File: src/rtl/hamming_secded_decoder.sv
// hamming_secded_decoder
// Two-stage pipelined SECDED decoder that sits at the end of the banked memory
// read path. Stage 1 computes the Hamming syndrome and overall parity. Stage 2
// corrects single-bit errors, flags uncorrectable words and extracts the data.
// The two stages form a valid/ready pipeline that sustains one word per cycle.
// Optional feature macro: SECDED_ERR_CNT_EN adds saturating error counters.
// When it is undefined, both counters read 0 and i_clr_cnt is ignored.
`timescale 1ns/1ps

module hamming_secded_decoder #(
  parameter int DATA_WIDTH   = 8,
  parameter int PARITY_BITS  = $clog2(DATA_WIDTH) + 1,
  parameter int ENCODED_WORD = DATA_WIDTH + PARITY_BITS,
  parameter int CNT_WIDTH    = 16
) (
  input  logic                    i_clk,
  input  logic                    i_rst,
  input  logic [ENCODED_WORD+1:1] i_word,
  input  logic                    i_valid,
  output logic                    o_ready,
  output logic [DATA_WIDTH-1:0]   o_data,
  output logic                    o_sec,
  output logic                    o_ded,
  output logic                    o_valid,
  input  logic                    i_ready,
  input  logic                    i_clr_cnt,
  output logic [CNT_WIDTH-1:0]    o_sec_cnt,
  output logic [CNT_WIDTH-1:0]    o_ded_cnt
);

  // Codeword position that holds data bit k. Data bits occupy the
  // non-power-of-two positions in ascending order.
  function automatic int data_pos(input int k);
    int cnt;
    data_pos = 0;
    cnt      = 0;
    for (int p = 1; p <= ENCODED_WORD; p++) begin
      if ((p & (p - 1)) != 0) begin
        if (cnt == k) data_pos = p;
        cnt++;
      end
    end
  endfunction

  // Stage 1 state
  logic                    r_s1_valid;
  logic [ENCODED_WORD:1]   r_s1_word;
  logic [PARITY_BITS-1:0]  r_s1_syn;
  logic                    r_s1_par;

  // Stage 2 state (the output registers)
  logic                    r_valid;
  logic [DATA_WIDTH-1:0]   r_data;
  logic                    r_sec;
  logic                    r_ded;

  logic                    w_s1_load;
  logic                    w_s2_load;
  logic [PARITY_BITS-1:0]  w_syn;
  logic                    w_par;
  logic                    w_in_range;
  logic                    w_syn_nz;
  logic                    w_sec;
  logic                    w_ded;
  logic                    w_flip_en;
  logic [ENCODED_WORD:1]   w_corr;
  logic [DATA_WIDTH-1:0]   w_data;
  logic                    w_unused;

  // Stage 2 advances when its slot is free or being consumed; stage 1 advances
  // when empty or when its word moves on. o_ready therefore follows i_ready
  // combinationally once the pipeline is full.
  assign w_s2_load = !r_valid || i_ready;
  assign w_s1_load = !r_s1_valid || w_s2_load;
  assign o_ready   = w_s1_load;

  // Syndrome: XOR of the indices of every set bit in the Hamming positions.
  always_comb begin
    w_syn = '0;
    for (int i = 1; i <= ENCODED_WORD; i++) begin
      if (i_word[i]) w_syn = w_syn ^ PARITY_BITS'(i);
    end
  end

  // Overall parity includes the extra parity bit, so a clean word gives 0.
  assign w_par = ^i_word;

  // Stage 1 register: capture the word and its check results on acceptance.
  always_ff @(posedge i_clk or posedge i_rst) begin
    if (i_rst) begin
      r_s1_valid <= 1'b0;
      r_s1_word  <= '0;
      r_s1_syn   <= '0;
      r_s1_par   <= 1'b0;
    end else if (w_s1_load) begin
      r_s1_valid <= i_valid;
      if (i_valid) begin
        r_s1_word <= i_word[ENCODED_WORD:1];
        r_s1_syn  <= w_syn;
        r_s1_par  <= w_par;
      end
    end
  end

  // Decision: odd parity with an in-range syndrome is a single error (S=0
  // means the overall parity bit itself flipped). Anything else with a
  // non-zero syndrome is uncorrectable and the word passes through unflipped.
  assign w_in_range = (r_s1_syn <= PARITY_BITS'(ENCODED_WORD));
  assign w_syn_nz   = |r_s1_syn;
  assign w_sec      = r_s1_par & w_in_range;
  assign w_ded      = w_syn_nz & (~r_s1_par | ~w_in_range);
  assign w_flip_en  = r_s1_par & w_syn_nz & w_in_range;

  genvar gi;
  generate
    for (gi = 1; gi <= ENCODED_WORD; gi++) begin : g_corr
      assign w_corr[gi] = r_s1_word[gi] ^ (w_flip_en && (r_s1_syn == PARITY_BITS'(gi)));
    end
    for (gi = 0; gi < DATA_WIDTH; gi++) begin : g_extract
      localparam int POS = data_pos(gi);
      assign w_data[gi] = w_corr[POS];
    end
  endgenerate

  // Stage 2 register: holds data and flags stable while the consumer stalls.
  always_ff @(posedge i_clk or posedge i_rst) begin
    if (i_rst) begin
      r_valid <= 1'b0;
      r_data  <= '0;
      r_sec   <= 1'b0;
      r_ded   <= 1'b0;
    end else if (w_s2_load) begin
      r_valid <= r_s1_valid;
      if (r_s1_valid) begin
        r_data <= w_data;
        r_sec  <= w_sec;
        r_ded  <= w_ded;
      end
    end
  end

  assign o_valid = r_valid;
  assign o_data  = r_data;
  assign o_sec   = r_sec;
  assign o_ded   = r_ded;

`ifdef SECDED_ERR_CNT_EN
  logic [CNT_WIDTH-1:0] r_sec_cnt;
  logic [CNT_WIDTH-1:0] r_ded_cnt;
  logic                 w_out_hs;

  assign w_out_hs = r_valid & i_ready;

  // Saturating error counters; a clear takes priority over an increment.
  always_ff @(posedge i_clk or posedge i_rst) begin
    if (i_rst) begin
      r_sec_cnt <= '0;
      r_ded_cnt <= '0;
    end else if (i_clr_cnt) begin
      r_sec_cnt <= '0;
      r_ded_cnt <= '0;
    end else if (w_out_hs) begin
      if (r_sec && (r_sec_cnt != '1)) r_sec_cnt <= r_sec_cnt + CNT_WIDTH'(1);
      if (r_ded && (r_ded_cnt != '1)) r_ded_cnt <= r_ded_cnt + CNT_WIDTH'(1);
    end
  end

  assign o_sec_cnt = r_sec_cnt;
  assign o_ded_cnt = r_ded_cnt;
  // Check-bit positions of the corrected word carry no data.
  assign w_unused  = ^w_corr;
`else
  assign o_sec_cnt = '0;
  assign o_ded_cnt = '0;
  // Check-bit positions carry no data; the clear input has nothing to clear.
  assign w_unused  = ^{w_corr, i_clr_cnt};
`endif

endmodule

File: config.mk
export PLATFORM = sky130hd
export DESIGN_NAME = hamming_secded_decoder
export DESIGN_NICKNAME = d
export VERILOG_FILES = /design/src/rtl/hamming_secded_decoder.sv
export SDC_FILE = /design/constraint.sdc
export NUM_CORES = 1
export LEC_CHECK = 0
export CAP_MARGIN = 20
export CORE_MARGIN = 1.5
export CORE_UTILIZATION = 43
export CTS_CLUSTER_SIZE = 14
export DETAILED_ROUTE_END_ITERATION = 8
export PLACE_DENSITY = 0.8
export RECOVER_POWER = 50
export REMOVE_ABC_BUFFERS = 1
export SETUP_SLACK_MARGIN = 0.5
export SYNTH_ARGS = -nofsm -noshare
export SYNTH_HDL_FRONTEND = slang
export SYNTH_SLANG_ARGS = --single-unit
export TNS_END_PERCENT = 1
File: constraint.sdc
create_clock -name i_clk -period 1.8 [get_ports i_clk]
set_input_delay 0.27 -clock i_clk [delete_from_list [all_inputs] [get_ports i_clk]]
set_output_delay 0.27 -clock i_clk [all_outputs]
set_load 0.03 [all_outputs]
Word-level counts from Yosys, hierarchy flattened
Cells that the tools add are included.
{"block": "op_classes", "n_addsub": 0, "multipliers": 0, "n_div": 0, "magnitude_cmp": 1, "eq_ne": 8, "shift": 0, "muxes": 12, "bitwise_logic": 26, "reduce_logical": 16}
{"operator": "$mux 4", "n": 5}
{"operator": "$eq 4x4->1 const B", "n": 4}
{"operator": "$reduce_xor 13->1", "n": 1}
{"operator": "$eq 4x3->1 const B", "n": 3}
{"operator": "$mux 3", "n": 4}
{"operator": "$not 2->2", "n": 6}
{"operator": "$logic_and 1x1->1", "n": 8}
{"operator": "$xor 1x1->1", "n": 8}
{"operator": "$not 3->3", "n": 2}
{"operator": "$and 1x1->1", "n": 4}
{"operator": "$eq 4x2->1 const B", "n": 1}
{"operator": "$le 4x4->1 const B", "n": 1}
{"operator": "$mux 2", "n": 2}
{"operator": "$reduce_and 2->1", "n": 2}
{"operator": "$reduce_or 4->1", "n": 1}
{"operator": "$not 1->1 const A", "n": 3}
{"operator": "$logic_not 1->1", "n": 2}
{"operator": "$logic_or 1x1->1", "n": 2}
{"operator": "$not 1->1", "n": 2}
{"operator": "$mux 1", "n": 1}
{"operator": "$or 1x1->1", "n": 1}
{"block": "word_totals", "ff_bits": 29, "latch_bits": 0, "mem_bits_rw": 0, "romBits": 0, "input_bits": 18, "out_inout_bits": 44, "elab_cells": 71, "n_memories": 0}

Longest topological paths before layout
Gate-level depths: netlist (run 1).
{"block": "logic_depth", "word_depth": 20, "mapped_depth": 5, "depth_no_buf": 4}

Worst setup path before layout (run 1)
No wires, ideal clock.
{"block": "synth_path", "path_kind": "register to register", "from": "register r_valid (netlist: o_valid)", "to": "register r_s1_word[10] in the netlist's numbering", "setup_time_ns": 0.125, "t_arrival_ns": 1.849, "required_time_ns": 1.675, "setup_slack_ns": -0.174, "stages_incl_launch_ff": 5, "path_buffers": 1, "period_less_slack_ns": 1.974, "cell_sequence": "dfrtp_1 nand3b_1 nand2_1 clkbuf_1 mux2_2"}
{"block": "synth_via", "elab_chain_len": 4}
{"element": "start: declaration", "line_no": "52", "source": "logic r_valid;"}
{"element": "start signal: assignment", "line_no": "133", "source": "r_valid <= r_s1_valid;"}
{"element": "$logic_not 1->1", "line_no": "73", "source": "assign w_s2_load = !r_valid || i_ready;"}
{"element": "$logic_or 1x1->1", "line_no": "73"}
{"element": "$logic_or 1x1->1", "line_no": "74", "source": "assign w_s1_load = !r_s1_valid || w_s2_load;"}
{"element": "via o_ready", "line_no": "20", "source": "output logic o_ready,"}
{"element": "$reduce_and 2->1 (no source line)"}
{"element": "end signal: assignment", "line_no": "98", "source": "r_s1_word <= i_word[ENCODED_WORD:1];"}
{"element": "end: declaration", "line_no": "47", "source": "logic [ENCODED_WORD:1] r_s1_word;"}
The timed path passes the listed nets, and every way through them passes these cells.
A chain may end at the register's enable or synchronous reset.

Worst setup path after layout (run 1)
{"block": "layout_path", "from": "input port i_word[8] in the netlist's numbering", "to": "register r_s1_par"}
{"block": "layout_via", "elab_chain_len": 1}
{"element": "start: declaration", "line_no": "18", "source": "input logic [ENCODED_WORD+1:1] i_word,"}
{"element": "$reduce_xor 13->1", "line_no": "86", "source": "assign w_par = ^i_word;"}
{"element": "end signal: assignment", "line_no": "100", "source": "r_s1_par <= w_par;"}
{"element": "end: declaration", "line_no": "49", "source": "logic r_s1_par;"}
No other way between the ends.

==> summary by stage, run 1 <==
Layout
The number of nets in the finished design is just over 200. In the layout the commonest cells are conb_1 (32), dfrtp_1 (25), xnor2_1 (17), nand2_1 (16), o21ai_0 (13). The total of fill cells in the finished design is between 300 and 400. The register cell area after layout is 626 µm². The post-route netlist has 19.1% of its cells at a drive strength greater than 1.

With fillers left out, the area of the finished cells amounts to 1870 µm². Relative to the synthesized area, the layout overhead comes to 23.0%. The most common cell after layout, fill and taps aside is conb_1. The repair_antennas step left the layout with diodes totalling 0. The multi-input gate area in the final layout is roughly 800 µm².

Power and ir drop
The switching share of total power is 39.7%. The cell leakage power is about 0.86 nW. The cell-internal power is 1.13 mW. The ratio of total power to cell area is 1000 nW/µm². The portion of total power attributed to combinational logic is between 40% and 50%. The fraction of power consumed by the clock network is ~14%.

The part of the power in registers is a little over two fifths. The power dissipated by switching net loads is about 0.75 mW. The worst vdd rail ir drop is roughly 0.43 mV.

Synthesis
In this run, distinct cell masters in the synthesized netlist total 21. The number of storage elements in the synthesis netlist is 25. Counting every instance in the synthesized netlist gives ~150. The top cell type by area accounts for approximately 41% of the synthesized area. The average cell area after synthesis is just over 10 µm². The share of the Yosys chip area taken by registers is around 41%. Summing every instance area after synthesis gives roughly 1500 µm².

The Yosys step of the flow raised 0 warnings. The top cell type by total area after synthesis is dfrtp_1. After synthesis, the cell types taking the most area are dfrtp_1 (41%), buf_4 (16%), xnor2_1 (12%).

Critical path
The reg-to-reg critical path startpoint is o_valid. The last element of the critical path is r_s1_par. STA classifies the critical path startpoint as an input pin. In this run the register-to-register setup slack is 550 ps. The maximum fanout along the worst path is 2.

The data required time at the worst endpoint is 2030 ps. Data arrives at the worst endpoint at ~1600 ps. The endpoint of the lowest-slack register-to-register path is r_s1_word[12].

The cell count of the worst reg-to-reg path is 4. The endpoint class of the critical path is a flop. The launching element of the worst setup path is i_word[8]. The setup path with the least slack is of type in -> reg.

Global routing
For this run, the total global-route usage over all layers was measured as a little over an eighth. The met1 routing resource usage after global routing is ~16%. The initial antenna violation count came to 0. The via count of the first global-routing pass is just over 900. For this run, global-route usage on met3 was measured as under 10%. Global routing consumed, on the met2 layer, 23.0% of the routing resources.

met2 is the most crowded layer. The pin count of the biggest net entering global routing is 26. The first global-routing pass estimated 4130 µm of wire. The overflow left after global routing is 0.

Worst hold path
The classification of the worst-slack hold path is in -> reg.

Place
Before CTS, the worst setup slack after placement is -364 ps. Once placement finished, the instance area stood at 1820 µm². The global placement routability congestion is between 0.7 and 0.8. The wire-length estimate of the detail-placed layout is 1870 µm. Port buffering added 28 buffers.

Die
The die is around 62 µm tall. Once the floorplan was initialized, standard cells occupied 45.2% of the core. The number of top-level pins is 62. The floorplan step set the die width to roughly 62 µm. The area of the die is 3900 µm². The site row count is 21.

The area of the core is between 3000 and 4000 µm².

Run status
The run finished with clean final reports.

STA
The number of endpoints failing setup at the final stage is 0. The time the final worst path needs with I/O delays and setup is around 1400 ps. The worst clock skew is approximately 8.6 ps. Setup repair after global routing could not meet its margin everywhere.

The hold violation count in the final report is 0. After layout, the worst path uses 75.9% of the clock period. In the final timing run, aggregate negative setup slack is 0 ps. Final hold analysis gives a worst-case slack of between 300 and 400 ps. The worst path meets setup with between 400 and 500 ps of slack. Static timing analysis puts the maximum clock frequency at 732 MHz. The max-slew violation count was 0.

Clock network
The clock latency reported for the late side of the worst-skew pair is approximately 330 ps. The clock-pin slew on the worst setup and hold paths is 140 ps. In this run the clock root is driven by a clkbuf_4. The number of buffers inserted by hold repair at cts is 0. For this design, the sink count on the clock tree is 25. TritonCTS built the clock tree. The number of clock buffers added by TritonCTS is 3. The maximum count of clock buffers along a single path is 2. In this run the number of H-tree levels came out at 1.

Drt
The final layout contains routed wiring with a total length of around 2400 µm. The detailed router placed 1016 vias in this run. The number of nets still failing antenna checks after routing is 0. The number of vias per cell after detailed routing is between 4 and 5.

In the final routed layout, each cell accounts on average for around 10 µm. The detailed router's first-iteration violation count is 14. For this run, design rule violations remaining after detail routing come to 0. The detailed-router iteration count before antenna repair is 4.

Job
The tool flagged a number of max-cap violations equal to 0.
==> Yosys cell counts, drive strengths merged <==
cell    number
mux2        10
buf         32
xnor3        2
a21o         1
xnor2       21
nand2       16
inv          1
nand4        1
conb         1
nand2b       5
nor2         7
o21bai       1
clkbuf       3
dfrtp       25
xor2         4
nor4b        1
nand3b       3
o21ai       13
a221oi       1
==> power by group through the flow <==
stage | sequential, mW | combinational, mW | clock (mW)
floorplan | 0.945 | 0.414 | 0
global route | 0.840 | 0.862 | 0.291
finish | 0.814 | 0.798 | 0.266
global placement | 0.818 | 0.813 | 0
detailed placement | 0.826 | 0.827 | 0
CTS | 0.814 | 0.805 | 0.270
==> registers in the layout (all words and copies together), names as in the netlist <==
register    cells
r_s1_valid      1
r_s1_syn        4
o_data          8
o_ded           1
o_valid         1
r_s1_word       8
o_sec           1
r_s1_par        1
==> worst min-delay path by stage <==
stage	start	end	slack (ps)	depth (start not counted)
floorplan	i_rst	o_data[0]	300	1
global placement	o_data[6]	o_data[6]	460	2
detailed placement	o_ded	o_ded	470	1
CTS	i_rst	o_data[2]	290	3
global route	i_word[12]	r_s1_word[12]	330	2
finish	i_word[12]	r_s1_word[12]	330	2
==> layer usage <==
metal,wire length [µm],up-vias
met2,1170,49
met4,23,0
met5,0,-
met3,157,3
li1,-,497
met1,1030,467
==> layout make-up <==
type / instances / area share [%]
Tap cell: 46 / 3.08
Inverter: 1 / 0.201
Clock buffer: 3 / 1.20
Timing Repair Buffer: 40 / 19.5
Clock inverter: 1 / 0.402
Multi-Input combinational cell: 118 / 42.2
Sequential cell: 25 / 33.5
==> critical path, cell delays in order <==
cell and delay [ps]:
clkdlybuf4s15_1 170, xnor3_1 390, xor2_1 250, xnor3_1 250
mux2_4 270
==> logic make-up after synthesis <==
group | count (synthesis) | share of synthesized area (%)
flops | 25 | 41.2
mux | 10 | 7.41
xor+xnor | 27 | 18.4
other cells | 1 | 0.247
simple gates | 33 | 10.2
compound gates | 16 | 5.84
buf+inv | 36 | 16.8
==> through the flow <==
| stage | utilization [%] | std cells | power (mW) |
|---|---|---|---|
| after detailed placement | 54.0 | 229 | 1.65 |
| after global routing | 55.6 | 234 | 1.99 |
| final | 55.6 | 234 | 1.88 |
| after CTS | 55.6 | 234 | 1.89 |
| after floorplan | - | 144 | 1.36 |
| after global placement | 54.0 | 229 | 1.63 |
==> repair_timing <==
action / 4_1_cts / 5_1_grt
cloned: 0 / 0
pin swaps: 9 / 0
resized for setup: 44 / 3
buffers inserted: 1 / 0
setup endpoints to repair: 15 / 24
(Power assumes the default switching activity.)
==> run 2, diff against run 1 <==
clock period = 1.3 ns   (was 1.8 ns; I/O delays follow)
==> summary by stage, run 2 (synthesized netlist as in run 1, its figures left out) <==
Global routing
The first-pass GRT wire length was 4330 µm (+4.7%). The overall fraction of global-route tracks in use is 14.1% (+0.99 points). The initial antenna violation count is 0 (unchanged).

The via count of the first global-routing pass is 968 (+3.8%). The pin count of the biggest net entering global routing is 26 (unchanged). The overflow left after global routing was 0 (unchanged).

Run status
The final reports fail on negative setup slack. The run finished, with violations left.

Worst hold path
The cell depth of the worst hold path came to 2 (unchanged). The endpoint of the worst hold-timing path is r_s1_word[12]. The launch point of the worst hold path is i_word[12]. The min-delay analysis places its worst path in the category in -> reg.

Clock network
The total CTS buffers is 3 (unchanged). The maximum count of clock buffers along a single path is 2 (unchanged). The CTS tree is done.

The clock-pin slew on the worst setup and hold paths is 130 ps (about the same). The clock latency reported for the late side of the worst-skew pair was 320 ps (about the same). The CTS H-tree depth was 1 (unchanged).

The CTS sink count is 25 (unchanged). The cell chosen for the clock root is clkbuf_4.

Critical path
The maximum fanout along the worst path came to 3 (+1). The worst endpoint data arrival time was 1130 ps (-460 ps). In this run the critical register-to-register path is launched from o_valid. The minimum setup slack among reg-to-reg paths is 60 ps (-490 ps). The data required time at the worst endpoint came to 1110 ps (-920 ps).

The endpoint class of the critical path is a primary output. The cell count of the worst reg-to-reg path is 4 (unchanged). The class of the most critical setup path is reg -> out. The endpoint of the lowest-slack register-to-register path is r_s1_word[3].

The kind of launch point of the worst setup path is a flop. The cell at the slowest stage of the critical path is dfrtp_1. Walking the worst path, the cells encountered are nand3b_1, buf_4, buf_6. The worst stage delay on the critical path is 400 ps (about the same).

STA
The worst-case setup margin in the final layout is -25.0 ps (-460 ps). The highest achievable clock rate is roughly 750 MHz. The slew at the pin closest to its max-slew limit is slightly above 600 ps. The hold violation count in the final report was 0 (unchanged). The max-slew violation count is 0 (unchanged). The relative max-transition margin is between 50 and 60%. The worst clock skew came to 2.68 ps (-5.90 ps). The number of endpoints failing setup at the final stage is 2 (+2). Setup repair after global routing could not meet its margin everywhere. The share of the cycle needed by the critical path after routing is 102%. For the finished layout, the period the worst path requires is approximately 1300 ps.

Place
The global placement routability congestion is 0.715 (-4.4%). The post-place setup slack came to -772 ps (-408 ps). The cell total after placement was 236 (+3.1%). The HPWL after detailed placement is 1910 µm (+2.1%). The number of I/O port buffers came to 28 (unchanged).

Die
The area of the core is 3360 µm² (unchanged). The number of top-level pins is 62 (unchanged). The die boundary height is 62.5 µm (unchanged). The area of the die is 3900 µm² (unchanged). The site row count was 21 (unchanged).

The horizontal die dimension is 62.5 µm (unchanged). The initial standard-cell utilization of the core is 45.2% (unchanged).

Layout
The layout cell share with drive strength beyond 1 is 33.8% (+15 points). The share of the core filled with cells in the final layout came to 59.6% (+4.0 points). Relative to the synthesized area, the layout overhead comes to 31.9%.

The most common cell after layout, fill and taps aside is conb_1. In the layout the commonest cells are conb_1 (32), dfrtp_1 (20), xnor2_1 (17), nand2_1 (14), buf_6 (14). The filler-free cell count of the finished design is 241 (+3.0%). The number of nets in the finished design is 214 (+3.4%).

The number of diodes is 0 (unchanged).

Power and ir drop
The cell leakage power is 0.928 nW (+7.6%). The worst vdd rail ir drop is 0.632 mV (+48%). The ratio of total power to cell area is 1430 nW/µm² (+43%).

Drt
The detailed-router iteration count before antenna repair is 2 (-2). The number of nets still failing antenna checks after routing was 0 (unchanged). The routed wire length on met3 came to 150 µm (-4.5%). The remaining design rule violation count came to 0 (unchanged). Signal routing reaches up to met4. The detailed router's first-iteration violation count was 18 (+4).

The total routed wirelength is 2480 µm (+4.7%). The number of vias per cell after detailed routing was 4.23 (-2.6%). The total number of vias is 1019 (+0.30%). The wire length per cell after detailed routing was 10.3 µm (+1.6%). The detailed-routed wire length on met2 is 1210 µm (+3.3%). The wire length the detailed router placed on met1 is 1070 µm (+4.5%).

Job
The number of max-capacitance violations reported is 0 (unchanged).
[run 2: changes by cell type in the layout (fill, tap and decap cells not counted), moves of 2 or more]
cell / change
buf_6: +14
o21ai_0: -11
o21ai_1: +11
clkdlybuf4s15_1: -7
dfrtp_1: -5
dfrtp_2: +5
nor2_1: -5
nor2_2: +4
clkdlybuf4s15_2: -3
buf_2: +2
nand2_1: -2
[run 2: worst max-delay path by stage]
stage                         start        to  slack [ps]
final                       o_valid   o_ready         -20
after global routing        o_valid   o_ready         -90
after CTS                   o_valid   o_ready         -40
after detailed placement  i_word[9]  r_s1_par        -770
after global placement    i_word[9]  r_s1_par        -730
after floorplan             o_valid  r_s1_par        -530
[run 2: per-stage QoR]
stage / instance area (µm²) / setup TNS [ps] / total power, mW / hold slack [ps]
after floorplan: 1390 / -6220 / 1.88 / 222
after global placement: 1870 / -3760 / 2.29 / 462
after detailed placement: 1870 / -4460 / 2.32 / 470
after CTS: 1970 / -79.8 / 2.81 / 142
after global routing: 2000 / -186 / 3.05 / 153
final: 2000 / -49.7 / 2.87 / 150
[run 2: what timing repair did]
item	CTS	global route
hold buffers	0	0
setup buffers	1	0
endpoints found under the setup margin	36	37
gates cloned	0	0
gates resized for setup	119	12
pin swaps	40	28
hold endpoints to repair	0	0
[run 2: layout make-up]
| class | count | area [µm²] |
|---|---|---|
| Clock buffer | 4 | 26.3 |
| Fill cell | 300 | 1360 |
| Multi-Input combinational cell | 118 | 850 |
| Inverter | 1 | 3.75 |
| Sequential cell | 25 | 632 |
| Tap cell | 46 | 57.6 |
| Timing Repair Buffer | 47 | 435 |
[run 2: power by group]
part,switching (mW),internal [mW],total [mW]
Combinational,0.673,0.646,1.32
Sequential,0.221,0.976,1.20
Clock,0.237,0.120,0.358
Total,1.13,1.74,2.87
[run 2: metal layers]
metal | up-vias | global-route usage [%]
li1 | 509 | -
met3 | 6 | 2.70
met4 | 0 | 6.67
met1 | 458 | 16.7
met2 | 46 | 24.6
met5 | - | 0
[run 2: critical path: cells and delay by family (launching register included)]
family                 cells  cell delay [ps]
buffers and inverters      2              290
DFF                        1              400
and+or+nand+nor            1              120
==> run 3, diff against run 2 <==
HOLD_SLACK_MARGIN = 0.12   (was default)
==> results of run 3 <==
Same layout as run 2: the final DEF is identical, and so are final timing and power.
